$ cat src/rtl/clkcfg_seq.sv
// Clock-configuration sequencer: applies a requested CLK register value to the
// clock generator, turning enables on first, waiting for settling, then switching CLKSEL.
module clkcfg_seq #(
  parameter int unsigned SETTLE_CYCLES = 1600000,
  parameter int unsigned HOLD_CYCLES   = 16,
  parameter int unsigned CNT_W         = 21
) (
  input  logic       clock_160,
  input  logic       res,
  input  logic       req_valid,
  input  logic [7:0] req_cfg,
  output logic       req_ready,
  output logic [6:0] cfg,
  output logic       busy,
  output logic       done,
  output logic       reset_req
);

  typedef enum logic [1:0] {
    S_IDLE   = 2'd0,
    S_SETTLE = 2'd1,
    S_HOLD   = 2'd2
  } state_t;

  localparam logic [CNT_W-1:0] SETTLE_LOAD = CNT_W'(SETTLE_CYCLES - 1);
  localparam logic [CNT_W-1:0] HOLD_LOAD   = CNT_W'(HOLD_CYCLES - 1);
  localparam logic [CNT_W-1:0] CNT_ZERO    = CNT_W'(0);
  localparam logic [CNT_W-1:0] CNT_ONE     = CNT_W'(1);

  state_t           state_q;
  logic [6:0]       cfg_q;
  logic [6:0]       tgt_q;
  logic [CNT_W-1:0] cnt_q;
  logic             ready_q;
  logic             busy_q;
  logic             done_q;
  logic             rstreq_q;

  logic             accept_s;
  logic             same_s;
  logic             settle_s;
  logic [6:0]       union_s;

  // Accept decode and the intermediate "enables on, old CLKSEL kept" value.
  always_comb begin
    accept_s = req_valid & ready_q;
    same_s   = (req_cfg[6:0] == cfg_q);
    union_s  = {cfg_q[6:5] | req_cfg[6:5], req_cfg[4:3], cfg_q[2:0]};
    settle_s = (req_cfg[6] & ~cfg_q[6]) |
               (req_cfg[5] & ~cfg_q[5]) |
               (req_cfg[5] & (req_cfg[4:3] != cfg_q[4:3]));
  end

  // Sequencer state, shared down-counter and all registered outputs.
  always_ff @(posedge clock_160 or posedge res) begin
    if (res) begin
      state_q  <= S_IDLE;
      cfg_q    <= 7'h00;
      tgt_q    <= 7'h00;
      cnt_q    <= CNT_ZERO;
      ready_q  <= 1'b1;
      busy_q   <= 1'b0;
      done_q   <= 1'b0;
      rstreq_q <= 1'b0;
    end else begin
      done_q   <= 1'b0;
      rstreq_q <= 1'b0;
      case (state_q)
        S_IDLE: begin
          if (accept_s) begin
            if (req_cfg[7]) begin
              rstreq_q <= 1'b1;
            end else if (same_s) begin
              done_q <= 1'b1;
            end else begin
              cfg_q   <= union_s;
              tgt_q   <= req_cfg[6:0];
              cnt_q   <= settle_s ? SETTLE_LOAD : CNT_ZERO;
              state_q <= S_SETTLE;
              ready_q <= 1'b0;
              busy_q  <= 1'b1;
            end
          end
        end
        S_SETTLE: begin
          if (cnt_q == CNT_ZERO) begin
            cfg_q   <= tgt_q;
            cnt_q   <= HOLD_LOAD;
            state_q <= S_HOLD;
          end else begin
            cnt_q <= cnt_q - CNT_ONE;
          end
        end
        S_HOLD: begin
          if (cnt_q == CNT_ZERO) begin
            state_q <= S_IDLE;
            ready_q <= 1'b1;
            busy_q  <= 1'b0;
            done_q  <= 1'b1;
          end else begin
            cnt_q <= cnt_q - CNT_ONE;
          end
        end
        default: begin
          state_q <= S_IDLE;
          cnt_q   <= CNT_ZERO;
          ready_q <= 1'b1;
          busy_q  <= 1'b0;
        end
      endcase
    end
  end

  assign req_ready = ready_q;
  assign busy      = busy_q;
  assign cfg       = cfg_q;
  assign done      = done_q;
  assign reset_req = rstreq_q;

endmodule

$ cat config.mk
export PLATFORM = sky130hd
export DESIGN_NAME = clkcfg_seq
export DESIGN_NICKNAME = d
export VERILOG_FILES = /design/src/rtl/clkcfg_seq.sv
export SDC_FILE = /design/constraint.sdc
export NUM_CORES = 1
export LEC_CHECK = 0
export CORE_ASPECT_RATIO = 0.7
export CORE_UTILIZATION = 58
export DETAILED_ROUTE_END_ITERATION = 12
export HOLD_SLACK_MARGIN = 0.02
export PLACE_DENSITY = 0.91
export SLEW_MARGIN = 20
export SYNTH_ARGS = -nofsm -noshare
export SYNTH_HDL_FRONTEND = slang
export SYNTH_SLANG_ARGS = --single-unit
$ cat constraint.sdc
create_clock -name clock_160 -period 3.1 [get_ports clock_160]
set_input_delay 0.62 -clock clock_160 [delete_from_list [all_inputs] [get_ports clock_160]]
set_output_delay 0.62 -clock clock_160 [all_outputs]
set_load 0.01 [all_outputs]
Word-level counts from Yosys, hierarchy flattened. Index checks and enable logic that the tools add are counted.

Register bits: 41. Bits in latches: 0. RAM bits: 0. ROM bits: 0. Logic and storage cells: 78. Memories kept: 0.

Add/sub/neg operators: 1. Multipliers: 0. Divide/modulo/power cells: 0. $lt $le $gt $ge: 0. Equal/unequal tests: 10. Shift-type cells: 0. Mux-type cells: 36. Bitwise gates (word level): 13. Reductions and logical operators: 9.

Operators by type and width (number): $mux W21 (6); $pmux W21 S3 (1); $mux W7 (4); $logic_not A21 Y1 (1); $sub A21 B1 Y21 const B (1); $mux W1 (15); $reduce_and A5 Y1 (3); $pmux W7 S2 (1); $ne A2 B2 Y1 const B (6); $mux W2 (5); $reduce_and A4 Y1 (2); $eq A7 B7 Y1 (1); $not A1 Y1 (6); $pmux W1 S3 (2); $pmux W2 S3 (1); $and A1 B1 Y1 (4); $reduce_and A3 Y1 (1); $eq A2 B1 Y1 const B (1); $eq A2 B2 Y1 const B (1); $logic_not A2 Y1 (1); $ne A2 B2 Y1 (1); $or A1 B1 Y1 (2); $or A2 B2 Y2 (1); $pmux W1 S2 (1); $reduce_bool A2 Y1 (1).

Logic depth before layout (Yosys ltp).
Word-level depth: 9. Depth in mapped cells: 8. Gate-level depth less buffers: 7.

Worst setup path after synthesis. OpenSTA, ideal clock, no wires.

Path type: in2reg. From: input req_cfg[5]. To: register tgt_q[0]. Library setup time: 0.125 ns. Arrival: 2.225 ns. Data required time: 2.975 ns. Slack: 0.750 ns. Cell stages on the path: 7. Buffers on the path: 1. Cell sequence: inv_1 > ha_1 > nor2_1 > nand4_1 > o21ai_0 > clkbuf_1 > mux2_2.

Cells in the longest elaborated chain, start to end: 3.

Ends and longest elaborated chain: start: declaration (RTL line 11) `input logic [7:0] req_cfg,`; $eq A7 B7 Y1 (RTL line 47) `same_s = (req_cfg[6:0] == cfg_q);`; $not A1 Y1 (no source line); $reduce_and A4 Y1 (no source line); end signal: assignment (RTL line 77) `tgt_q <= req_cfg[6:0];`; end: declaration (RTL line 32) `logic [6:0] tgt_q;`.

No other way between the ends. A chain may end at the register's enable or synchronous reset.

Final worst setup path.
From: input req_cfg[5]. To: register cnt_q[0].

Cells in the longest elaborated chain, start to end: 8.

Ends and longest elaborated chain: $and A1 B1 Y1 (RTL line 50) `(req_cfg[5] & ~cfg_q[5]) |`; $or A1 B1 Y1 (RTL line 49) `settle_s = (req_cfg[6] & ~cfg_q[6]) |`; $or A1 B1 Y1 (RTL line 50); $mux W21 (RTL line 78) `cnt_q <= settle_s ? SETTLE_LOAD : CNT_ZERO;`; $mux W21 (RTL line 73) `end else if (same_s) begin`; $mux W21 (RTL line 71) `if (req_cfg[7]) begin`; $mux W21 (RTL line 70) `if (accept_s) begin`; $pmux W21 S3 (RTL line 68) `case (state_q)`; end signal: assignment (RTL line 78); end signal: assignment (RTL line 91) `cnt_q <= cnt_q - CNT_ONE;`; end signal: assignment (RTL line 101) `cnt_q <= cnt_q - CNT_ONE;`; end: declaration (RTL line 33) `logic [CNT_W-1:0] cnt_q;`.

Parallel ways exist; a longest one is shown, timed or not. The select of a mux whose other input is x is not followed.

==> results <==
- The worst pin sits at a relative slew slack of ~55%.
- The critical path endpoint category is a flip-flop.
- The run finished with clean final reports.
- The final critical path takes up approximately 85% of the cycle.
- Max-cap violations in this run came to 0.
- In this run the static leakage power is roughly 1.3 nW.
- Of the cells placed in the final design, the portion with a size suffix greater than 1 is between 10% and 20%.
- The master cell of the clock root buffer is sky130_fd_sc_hd__clkbuf_8.
- Dividing the detail-routed wire length by the instance count gives approximately 19 um.
- The congestion estimate from routability-driven global placement came to roughly 0.91.
- The clock input transition at the sequential cells of the worst setup and hold paths is roughly 80 ps.
- The signal arrival time at the worst endpoint is about 2800 ps.
- At the end of the flow the core is filled with cells to between 70% and 80%.
- The worst setup path is of the input port to flip-flop kind.
- The count of flip-flops with a built-in enable after synthesis is 0.
- The most common flop cell mapped by yosys is sky130_fd_sc_hd__dfrtp_1.
- The worst hold path was traced through 2 stages.
- The path type of the worst min-delay path is flip-flop to flip-flop.
- The final worst slack is ~470 ps.
- The count of nets left with antenna violations once routing finished came out at 0.
- In this run the horizontal extent of the chip is about 81 um.
- The total routed wirelength is 6.52 mm.
- The post-synthesis sequential area ratio is about two fifths.
- Using the TritonRoute via totals, the vias-per-cell ratio works out to between 6 and 7.
- Summing all flip-flop and latch instances after layout gives between 1000 and 1500 sq um.
- The post-CTS resize count is 0.
- For this block, the initial DRC count from the detailed router was around 310.
- The diode insertion count for antenna repair is 0.
- The global-route total usage across every layer is 31.1%.
- The number of sinks handled by clock tree synthesis is between 40 and 50.
- Hold repair after CTS inserted 0 buffers.
- The most common library cell in the layout ignoring fill and taps is sky130_fd_sc_hd__dfrtp_1.
- The biggest fanout along the worst timing path is 11.
- The number of port buffers is 21.
- The max-slew violation count came to 0.
- The synthesis-to-finish area growth is 15.1%.
- The last element of the critical path is cnt_q[0].
- In this run, CTS created clock tree buffers numbering 5.
- The number of global-route vias before repair came to approximately 2200.
- For this design the top-level I/O count stands at 22.
- The mean post-synth cell area is 9.52 sq um.
- Once the floorplan was initialized, standard cells occupied between 60% and 70% of the core.
- Derived from the worst setup path, the maximum achievable clock frequency is around 380 MHz.
- The startpoint identified for the worst register-to-register timing path is cnt_q[8].
- The floorplan step defined a die boundary enclosing ~4700 sq um.
- The first element of the critical path is req_cfg[5].
- The setup-violating endpoint count in the final report is 0.
- The HPWL after detailed placement is between 4 and 5 mm.
- Setup repair after global routing left no endpoint under its margin.
- STA classifies the critical path startpoint as an input port.
- Entering global routing, the biggest net connects 42 pins.
- The async set-reset flop share out of synthesis is between 90% and 100%.
- The final net count is about 310.
- The count of endpoints failing hold in the final timing report came to 0.
- The final clock skew is 8.16 ps.
- After synthesis the cells add up to roughly 2600 sq um.
- The summed negative setup slack over all endpoints is 0 ps.
- The reg-to-reg critical path endpoint is cfg[4].
- The required time reported for the critical path endpoint is ~3300 ps.
- The register bit total from synthesis is ~40.
- Before CTS, the worst setup slack after placement is 217 ps.
- At the pin with the least slew margin, the transition time is between 600 and 700 ps.
- In the synthesized netlist, the number of instances is ~270.
- The shortest clock period the worst path allows after layout is roughly 2600 ps.
- Counting every net in the synthesized netlist gives between 200 and 300.
- The number of levels in the clock H-tree is 2.
- The footprint of the multi-input gates is 1390 sq um.
- The warning count from the yosys run is 0.
- Global routing finished with a remaining overflow of 0.
- The initialized floorplan defines 19 standard-cell rows.
- The core region is roughly 4100 sq um.
- The library cells used most frequently in the layout, excluding fill and tap cells, are 40 x sky130_fd_sc_hd__dfrtp_1, 22 x sky130_fd_sc_hd__inv_1, 22 x sky130_fd_sc_hd__nand2_1.
- The reg-to-reg setup timing slack is between 600 and 700 ps.
- The number of buffers between clock root and the deepest sink is 2.
- Counting distinct cell types in the post-synthesis netlist gives 59.
- After detailed routing, the number of remaining DRC violations is 0.
- The clock latency reported for the late side of the worst-skew pair is 300 ps.
- Measured along the y axis, the die boundary spans roughly 57 um.
- The first-pass iteration count of the detailed router is 5.
- The worst-case IR drop observed on VDD is about 0.24 mV.
- The routed via count is 2316.
- The initial antenna violation count was 0.
- The CTS tree is built.
- Counting cells, the worst reg-to-reg path comes to 5.
- The number of buffers inserted to repair setup after CTS is 0.
- The first global-routing pass estimated about 11 mm of wire.
- The filler cells instantiated in the layout total around 280.
- Power spread over the standard cell area amounts to ~310 nW/um^2.
## critical path: stages
cell                              delay (ps)
sky130_fd_sc_hd__clkdlybuf4s50_1         490
sky130_fd_sc_hd__inv_1                    80
sky130_fd_sc_hd__ha_1                    290
sky130_fd_sc_hd__nor2_1                  110
sky130_fd_sc_hd__nand4_1                 250
sky130_fd_sc_hd__a211oi_2                440
sky130_fd_sc_hd__buf_4                   250
sky130_fd_sc_hd__a32oi_1                  80
sky130_fd_sc_hd__a22o_1                  220
## cell usage after synthesis, types with 3 or more instances
master                       n  area [sq um]
sky130_fd_sc_hd__nor2_1     13          48.8
sky130_fd_sc_hd__nand2b_1    3          18.8
sky130_fd_sc_hd__nand3_1     9          45.0
sky130_fd_sc_hd__a21oi_1     4          20.0
sky130_fd_sc_hd__nand4_1     7          43.8
sky130_fd_sc_hd__mux2_2     12           135
sky130_fd_sc_hd__inv_1      22          82.6
sky130_fd_sc_hd__buf_2       3          15.0
sky130_fd_sc_hd__a22o_1      4          35.0
sky130_fd_sc_hd__o21ai_0    15          75.1
sky130_fd_sc_hd__nor4_1      5          31.3
sky130_fd_sc_hd__clkbuf_1    6          22.5
sky130_fd_sc_hd__nor3_1      5          25.0
sky130_fd_sc_hd__nand2_1    22          82.6
sky130_fd_sc_hd__dfrtp_1    40          1000
sky130_fd_sc_hd__ha_1        6          75.1
sky130_fd_sc_hd__nand3b_1    3          22.5
sky130_fd_sc_hd__mux2i_1     4          40.0
sky130_fd_sc_hd__or2_2       3          18.8
sky130_fd_sc_hd__a22oi_1    13          97.6
sky130_fd_sc_hd__or3_1       4          25.0
sky130_fd_sc_hd__o31ai_1     7          52.6
sky130_fd_sc_hd__xnor2_1     5          43.8
sky130_fd_sc_hd__o2bb2ai_1   7          61.3
## power breakdown
part           total (mW)  internal [mW]  leakage [nW]  switching, mW
Sequential          0.534          0.534         0.465              0
Combinational      0.0369         0.0164         0.812         0.0205
Clock               0.351          0.155        0.0439          0.195
Total               0.922          0.706          1.32          0.216
## how the worst min path moves through the flow
stage | slack (ps) | to | from
after floorplan | 440 | tgt_q[5] | tgt_q[5]
after global routing | 530 | tgt_q[5] | tgt_q[5]
final | 500 | tgt_q[6] | tgt_q[6]
after detailed placement | 470 | tgt_q[5] | tgt_q[5]
after global placement | 470 | tgt_q[6] | tgt_q[6]
after CTS | 490 | tgt_q[5] | tgt_q[5]
## final cells by class
| cell class | count | area share, % |
|---|---|---|
| multi-input combinational | 194 | 47.3 |
| sequential | 41 | 35.0 |
| timing repair buffer | 31 | 9.71 |
| inverter | 22 | 2.81 |
| clock buffer | 5 | 2.34 |
| tap | 52 | 2.22 |
| clock inverter | 3 | 0.597 |
## cells by family (layout without fill, tap and decap cells)
kind of cell / after synthesis / in the layout / synth area share [%]
AND/OR/NAND/NOR: 89 / 89 / 20.2
buffers and inverters: 33 / 61 / 5.44
flip-flops: 41 / 41 / 40.3
XOR/XNOR: 5 / 5 / 1.72
adder cells (fa/ha/maj): 6 / 6 / 2.94
AO/OA/AOI/OAI: 78 / 78 / 22.6
multiplexers: 16 / 16 / 6.87
## per-stage QoR
stage          cell area [sq um]  instances  hold slack (ps)  power [mW]
3_5_place_dp                2850        340              475       0.582
6_report                    2940        348              497       0.922
3_3_place_gp                2850        340              470       0.581
5_1_grt                     2940        348              528       0.954
2_1_floorplan               2550        268              445       0.560
4_1_cts                     2940        348              494       0.926
## routing by layer
| metal | share of wire (%) | global-route usage, % |
|---|---|---|
| met5 | 0 | 0 |
| met1 | 44 | 47.4 |
| met2 | 44 | 44.0 |
| met4 | 1.2 | 8.67 |
| met3 | 11 | 7.20 |
## state kept, by name (all words and copies together), names as in the netlist
name,cells
cfg,7
reset_req,1
busy,1
done,1
req_ready,1
tgt_q,7
cnt_q,21
state_q,2
Note: power is estimated with default switching activity, not from simulation.
